### src/rtl/tick_sched_pkg.sv
// Shared types and defaults for the tick scheduler.
package tick_sched_pkg;

  localparam int unsigned CLK_HZ   = 100_000_000;
  localparam int unsigned DIV_W    = 32;
  localparam int unsigned DEF_DIV0 = CLK_HZ / 2000;
  localparam int unsigned DEF_DIV1 = CLK_HZ / 50;
  localparam int unsigned DEF_DIV2 = CLK_HZ / 10;

  typedef enum logic [1:0] {
    IDLE = 2'b00,
    RUN  = 2'b01,
    HOLD = 2'b10
  } state_t;

endpackage

### src/rtl/tick_channel.sv
// One tick channel: wrap counter with an active divisor and a shadow divisor
// that is swapped in at the wrap point (or at once when not counting).
module tick_channel
  import tick_sched_pkg::*;
#(
  parameter int unsigned      DIV_W   = tick_sched_pkg::DIV_W,
  parameter logic [DIV_W-1:0] RST_DIV = '0
) (
  input  logic             sys_clk_in,
  input  logic             sys_rst_n,
  input  logic             run,
  input  logic             clear,
  input  logic             load,
  input  logic [DIV_W-1:0] cfg_div,
  output logic             tick,
  output logic             pend
);

  logic [DIV_W-1:0] cnt;
  logic [DIV_W-1:0] div;
  logic [DIV_W-1:0] pend_div;
  logic             active;
  logic             wrap;

  assign active = run && (div != '0);
  assign wrap   = active && (cnt == div - 1'b1);

  always_ff @(posedge sys_clk_in or negedge sys_rst_n) begin
    if (!sys_rst_n) begin
      cnt      <= '0;
      div      <= RST_DIV;
      pend_div <= '0;
      pend     <= 1'b0;
      tick     <= 1'b0;
    end else begin
      tick <= wrap;
      if (load) begin
        pend_div <= cfg_div;
        pend     <= 1'b1;
      end
      if (clear || wrap) begin
        cnt <= '0;
      end else if (active) begin
        cnt <= cnt + 1'b1;
      end
      // Not counting (idle/hold/disabled): apply at once from a zero count.
      if (pend && (!active || wrap)) begin
        div  <= pend_div;
        pend <= 1'b0;
        if (!active) begin
          cnt <= '0;
        end
      end
    end
  end

endmodule

### src/rtl/tick_scheduler.sv
// Clock-enable tick generator: run/hold/idle sequencer over NUM_CH channels
// with a valid/ready port for reprogramming channel divisors.
module tick_scheduler
  import tick_sched_pkg::*;
#(
  parameter int unsigned NUM_CH   = 3,
  parameter int unsigned DIV_W    = tick_sched_pkg::DIV_W,
  parameter int unsigned DEF_DIV0 = tick_sched_pkg::DEF_DIV0,
  parameter int unsigned DEF_DIV1 = tick_sched_pkg::DEF_DIV1,
  parameter int unsigned DEF_DIV2 = tick_sched_pkg::DEF_DIV2,
  localparam int unsigned CH_W    = (NUM_CH > 1) ? $clog2(NUM_CH) : 1
) (
  input  logic              sys_clk_in,
  input  logic              sys_rst_n,
  input  logic              start,
  input  logic              pause,
  input  logic              stop,
  input  logic              cfg_valid,
  output logic              cfg_ready,
  input  logic [CH_W-1:0]   cfg_ch,
  input  logic [DIV_W-1:0]  cfg_div,
  output logic [NUM_CH-1:0] tick,
  output logic [1:0]        state
);

  state_t            state_q;
  state_t            state_n;
  logic              run;
  logic              clear;
  logic              accept;
  logic [NUM_CH-1:0] pend;

  always_ff @(posedge sys_clk_in or negedge sys_rst_n) begin
    if (!sys_rst_n) begin
      state_q <= IDLE;
    end else begin
      state_q <= state_n;
    end
  end

  always_comb begin
    state_n = state_q;
    if (stop) begin
      if (state_q != IDLE) state_n = IDLE;
    end else if (pause) begin
      if (state_q == RUN) state_n = HOLD;
    end else if (start) begin
      if (state_q != RUN) state_n = RUN;
    end
  end

  // Channels count only while staying in RUN, so a pause/stop edge freezes
  // or clears them on that same edge and a start edge does not count.
  assign run       = (state_q == RUN) && (state_n == RUN);
  assign clear     = (state_n == IDLE);
  assign cfg_ready = ~|pend;
  assign accept    = cfg_valid && cfg_ready;
  assign state     = state_q;

  for (genvar i = 0; i < NUM_CH; i++) begin : g_ch
    localparam int unsigned RST = (i == 0) ? DEF_DIV0 : (i == 1) ? DEF_DIV1 : DEF_DIV2;
    logic load;

    assign load = accept && (int'(cfg_ch) == i);

    tick_channel #(
      .DIV_W   (DIV_W),
      .RST_DIV (DIV_W'(RST))
    ) u_ch (
      .sys_clk_in (sys_clk_in),
      .sys_rst_n  (sys_rst_n),
      .run        (run),
      .clear      (clear),
      .load       (load),
      .cfg_div    (cfg_div),
      .tick       (tick[i]),
      .pend       (pend[i])
    );
  end

endmodule

### config.mk
export PLATFORM = sky130hd
export DESIGN_NAME = tick_scheduler
export DESIGN_NICKNAME = d
export VERILOG_FILES = /design/src/rtl/tick_sched_pkg.sv /design/src/rtl/tick_channel.sv /design/src/rtl/tick_scheduler.sv
export SDC_FILE = /design/constraint.sdc
export NUM_CORES = 1
export LEC_CHECK = 0
export CAP_MARGIN = 25
export CORE_MARGIN = 1
export CORE_UTILIZATION = 58
export CTS_BUF_LIST = sky130_fd_sc_hd__clkbuf_4 sky130_fd_sc_hd__clkbuf_8
export DETAILED_ROUTE_END_ITERATION = 12
export GPL_ROUTABILITY_DRIVEN = 0
export GPL_TIMING_DRIVEN = 1
export PLACE_DENSITY = 0.9
export SYNTH_ARGS = -nofsm -noshare
export SYNTH_HDL_FRONTEND = slang
export SYNTH_SLANG_ARGS = --single-unit
export TNS_END_PERCENT = 1
### constraint.sdc
create_clock -name sys_clk_in -period 3.8 [get_ports sys_clk_in]
set_input_delay 0.76 -clock sys_clk_in [delete_from_list [all_inputs] [get_ports sys_clk_in]]
set_output_delay 0.76 -clock sys_clk_in [all_outputs]
set_load 0.01 [all_outputs]
After elaboration in Yosys (flattened, before gate mapping) --
Cells that the tools add are included.
Operators by class: reduce and logical (&&, ||, !) cells 34, add/sub/neg operators 6, multiplexer cells 24, equality and inequality tests 8
Operators by type and width (number):
- $mux W32 | 12
- $add A32 B1 Y32 const B | 3
- $eq A32 B32 Y1 | 3
- $reduce_bool A32 Y1 | 3
- $sub A32 B1 Y32 const B | 3
- $logic_and A1 B1 Y1 | 14
- $mux W2 | 6
- $reduce_bool A2 Y1 | 4
- $logic_or A1 B1 Y1 | 6
- $mux W1 | 6
- $eq A2 B1 Y1 const B | 2
- $eq A2 B2 Y1 const B | 2
- $logic_not A1 Y1 | 4
- $logic_not A2 Y1 | 2
- $reduce_or A3 Y1 | 1
- $ne A2 B1 Y1 const B | 1
Word-level totals: logic and storage cells 88, register bits after elaboration 296

Logic depth before layout (Yosys ltp) --
depth after elaboration 13, mapped depth 13, mapped depth without buffers 11

Modules after synthesis --
Synthesis repeated with hierarchy kept, for this count alone.
Second synthesis, totals: cell total of the unflattened synthesis 1483, area total of the unflattened synthesis 16549.6 sq um
Modules (own cells, without submodules):
- tick_channel (g_ch[1].u_ch) | seq. area each 2461.1 sq um, cells each 483, area each 5494.0 sq um, instances 1
- tick_channel (g_ch[0].u_ch) | seq. area each 2459.9 sq um, cells each 483, area each 5492.8 sq um, instances 1
- tick_channel (g_ch[2].u_ch) | seq. area each 2462.4 sq um, cells each 500, area each 5400.2 sq um, instances 1
- tick_scheduler | seq. area each 50.0 sq um, cells each 17, area each 162.7 sq um, instances 1

Worst setup path before layout --
No wires, ideal clock.
kind register to register, from reg g_ch[1].u_ch.div[0], to reg g_ch[1].u_ch.div[11], data arrival time 3.403 ns, slack 0.270 ns, clock period less this slack 3.530 ns, stages on the path, launching flop included 14, required time 3.672 ns, path through dfrtp_1 > inv_1 > ha_1 > nor3b_1 > clkbuf_1 > nand2_1 > xnor2_1 > or4_1 > nor4_1 > nand4_1 > or2_1 > a21oi_2 > buf_4 > mux2_1
On the way: longest elaborated chain between the ends 5, elaborated cells on any way between the ends 8, those cells by class add/sub: 1; eq/ne: 1; reduce/logical: 6
Ends and longest elaborated chain:
- from (decl) | RTL line tick_channel.sv:20 | logic [DIV_W-1:0] div;
- from (signal assigned) | RTL line tick_channel.sv:48 | div <= pend_div;
- $sub A32 B1 Y32 or $reduce_bool A32 Y1 (tied branches) | RTL line tick_channel.sv:26, tick_channel.sv:25
- $eq A32 B32 Y1 or $logic_and A1 B1 Y1 (tied branches) | RTL line tick_channel.sv:26, tick_channel.sv:25
- $logic_and A1 B1 Y1 or $logic_not A1 Y1 (tied branches) | RTL line tick_channel.sv:26, tick_channel.sv:47
- $logic_or A1 B1 Y1 * | RTL line tick_channel.sv:47 | if (pend && (!active || wrap)) begin
- $logic_and A1 B1 Y1 * | RTL line tick_channel.sv:47
Mark *: on every way between the ends. The rest lies on a longest branch, timed or not. A chain may end at the register's enable or synchronous reset.

Final worst setup path --
from reg g_ch[0].u_ch.div[2], to reg g_ch[0].u_ch.div[31]
On the way: longest elaborated chain between the ends 5, elaborated cells on any way between the ends 8, those cells by class add/sub: 1; eq/ne: 1; reduce/logical: 6
Ends and longest elaborated chain (RTL line):
- from (decl) | tick_channel.sv:20
- from (signal assigned) | tick_channel.sv:48
- $sub A32 B1 Y32 or $reduce_bool A32 Y1 (tied branches) | tick_channel.sv:26, tick_channel.sv:25
- $eq A32 B32 Y1 or $logic_and A1 B1 Y1 (tied branches) | tick_channel.sv:26, tick_channel.sv:25
- $logic_and A1 B1 Y1 or $logic_not A1 Y1 (tied branches) | tick_channel.sv:26, tick_channel.sv:47
- $logic_or A1 B1 Y1 * | tick_channel.sv:47
- $logic_and A1 B1 Y1 * | tick_channel.sv:47
Marks and branches as above.

==> out/qor.csv <==
stage;metric;value;unit
floorplan;Die Wd;169.3;µm
grt;vias in the first global route;13080;
drt;1st-iter DRT viols;1696;
synth;register area share after synthesis;45.76;%
timing;measured slew at the worst slew-check pin;0.8244;ns
setup_path;r2r setup slk;-0.12;ns
setup_path;Critical Path Sink Type;register;
timing;Final setup viols;31;
synth;synthesized flop and latch total;296;
placement;IO buf count;45;
drt;DRC errors left;0;
drt;number of vias per cell;6.568;
synth;number of synthesized flops with an enable pin;0;
synth;Syn. warnings;0;
min_path;HP Class;reg -> reg;
setup_path;Worst setup SP type;register;
timing;period utilization;103.1;%
clock_network;Root Buffer;clkbuf_8;
clock_network;H-tree levels;2;
synth;syn nets;1557;
synth;post-synthesis compound-gate area fraction;5.839;%
synth;Syn Area/Cell;10.77;µm²
clock_network;CTS tree;built;
setup_path;worst endpoint required time;4.25;ns
clock_network;clock slew at reported path FFs;0.06;ns
timing;Slew Viols, Final;0;
layout;NumNets Final;1648;
drt;wire per inst;22.69;µm
synth;Post-Synth Simple-Gate Area;18.67;%
grt;antenna violations before repair;1;
flow_run;Max-Cap Viols;0;
synth;synthesized area;0.01624;mm²
clock_network;CTS sink cnt;296;
clock_network;CTS Buf Count;48;
synth;Syn Inst Count;1508;
floorplan;Ports;46;
setup_path;Critical path origin;g_ch[0].u_ch.div[2];
clock_network;clock buffer depth;3;
layout;FILL cells;1780;
setup_path;CP arrival;4.37;ns
pwr;maximum vdd drop;0.4628;mV
placement;DP Wirelength;29.30;mm
grt;largest net degree at the start of global routing;122;
outcome;violated checks;setup timing;
synth;Post-Synth XOR/XNOR Area;11.38;%
floorplan;die area;0.02868;mm²
layout;post-layout util;68.66;%
layout;design area;0.01866;mm²
timing;Tmin final;3.916;ns
layout;most frequent cells in the layout;dfrtp_1 (273), nor2_1 (168), xnor2_1 (124);
timing;Final WS setup;-0.1162;ns
timing;Final Skew;0.04874;ns
outcome;status;finished, violations left;
grt;first-pass GRT wire length;70.66;mm
pwr;cell area power density;623.7;mW/mm²
timing;Final Hold Fails;0;
synth;multiplexer share of the synthesized area;14.97;%
layout;most common cell after layout, fill and taps aside;dfrtp_1;
grt;GRT Residual Overflow;0;
drt;vias post-DR;13210;
synth;largest family of logic cells by synthesized area;simple AND/OR/NAND/NOR gates;
synth;number of distinct library cells after synthesis;81;
placement;pre-CTS WS;0.01012;ns
drt;Final ANT Viol Nets;0;
timing;Max Freq;255.3;MHz
timing;RSZ-0062 raised after global routing;true;
floorplan;Initial Utilization;59.77;%
layout;layout cells sized above 1;24.22;%
floorplan;DIE HEIGHT;169.3;µm
clock_network;clk_lat worst skew;0.62;ns
setup_path;r2r startpoint;g_ch[0].u_ch.div[2];
floorplan;core outline area;0.02718;mm²
drt;First-pass DRT Iterations;9;
setup_path;WS Path Type;reg -> reg;
layout;area grow syn2layout;14.88;%
pwr;Leak;7.629;nW
timing;Max-slew headroom;44.62;%
synth;area share of fa/ha/maj cells after synthesis;0.6933;%
setup_path;maximum fanout along the worst path;32;
placement;area post-placement;0.01730;mm²
min_path;hold_sp;g_ch[1].u_ch.pend_div[5];
floorplan;Core Rows;60;
drt;routed wire length;45.65;mm
grt;Tot GR Track Use;31.63;%
synth;Synth Flop Type;dfrtp_1;
synth;ys async rst share;100.0;%
timing repair:
action                                  CTS  global route
gates resized for setup                   3            37
endpoints found under the hold margin     9             0
setup buffers                             3             3
endpoints found under the setup margin   56            93
pin swaps                                 0             3
gates cloned                              0             1
hold buffers                              1             0
worst max-delay path: stages (launching register included):
cell and delay, ns:
dfrtp_1 0.55, nor4_4 0.44, nand3_1 0.30, nor3_4 0.29, mux2_2 0.39, a31oi_1 0.27, a41oi_1 0.12, or4_4 0.61
a21bo_2 0.26, buf_12 0.20, mux2_1 0.34
cells in the mapped netlist (9+ instances only):
library cell	n	area share, %
nand4_1	38	1.5
o21ai_0	18	0.55
a21oi_1	22	0.68
xor2_1	86	4.6
a211oi_1	9	0.42
nor2_1	169	3.9
nor3_1	44	1.4
nor4_1	31	1.2
nand3_1	70	2.2
nand2_1	71	1.6
and3_1	23	0.89
xnor2_1	125	6.7
mux2_1	30	2.1
ha_1	9	0.69
dfrtp_1	275	42
mux2_2	102	7.1
mux2_4	59	5.5
and4_1	13	0.70
a31oi_1	15	0.58
inv_1	34	0.79
or4_1	17	0.79
or3_1	13	0.50
clkbuf_1	34	0.79
buf_2	9	0.28
dfstp_2	21	3.4
nor2b_1	11	0.42
logic make-up after synthesis:
family | Yosys count
compound gates | 135
simple gates | 565
xor+xnor | 211
buf+inv | 95
fa+ha+maj | 9
mux | 197
flops | 296
layout make-up:
class	instances	area [µm²]	area share [%]
Clock buffer	79	930.9	4.989
Sequential cell	296	7436	39.85
Clock inverter	11	148.9	0.7979
Inverter	34	127.6	0.6839
Timing Repair Buffer	102	980.9	5.257
Antenna cell	1	2.502	0.01341
Tap cell	372	465.4	2.494
Multi-Input combinational cell	1117	8568	45.92
metrics by stage:
step	instances	power, mW	TNS, ns	hold slack [ns]
after floorplan	1508	6.961	0	0.4541
after global placement	1913	7.813	0	0.4651
after detailed placement	1913	8.064	0	0.4776
after CTS	2007	11.27	0	0.4967
after global routing	2012	12.07	-21.62	0.4920
final	2012	11.64	-2.152	0.4815
state kept, by name (all words and copies together), names as in the netlist:
| signal | cells |
|---|---|
| state | 2 |
| g_ch.u_ch.tick | 3 |
| g_ch.u_ch.div | 96 |
| g_ch.u_ch.pend_div | 96 |
| g_ch.u_ch.cnt | 96 |
| g_ch.u_ch.pend | 3 |
routing by layer:
metal | track usage [%] | vias up | share of wire, % | wire (µm)
met4 | 16.80 | 0 | 7.3 | 3325
met5 | 0 | - | 0 | 0
met2 | 52.50 | 885 | 47 | 21310
met3 | 4.967 | 328 | 8.6 | 3924
li1 | - | 5593 | - | -
met1 | 39.98 | 6408 | 37 | 17090
report_power, final:
| group | total [mW] | switching, mW | internal, mW |
|---|---|---|---|
| Combinational | 3.45 | 1.75 | 1.70 |
| Sequential | 5.09 | 1.16 | 3.93 |
| Clock | 3.09 | 1.33 | 1.76 |
final timing paths:
check	endpoint	cells past startpoint
worst min register to register	g_ch[1].u_ch.div[5]	1
min in group asynchronous	state[1]	2
worst max-delay path	g_ch[0].u_ch.div[31]	10
worst max register to register	g_ch[0].u_ch.div[31]	10
max in group asynchronous	g_ch[1].u_ch.pend_div[7]	3
worst min-delay path	g_ch[1].u_ch.div[5]	1
Note: power is estimated with default switching activity, not from simulation.
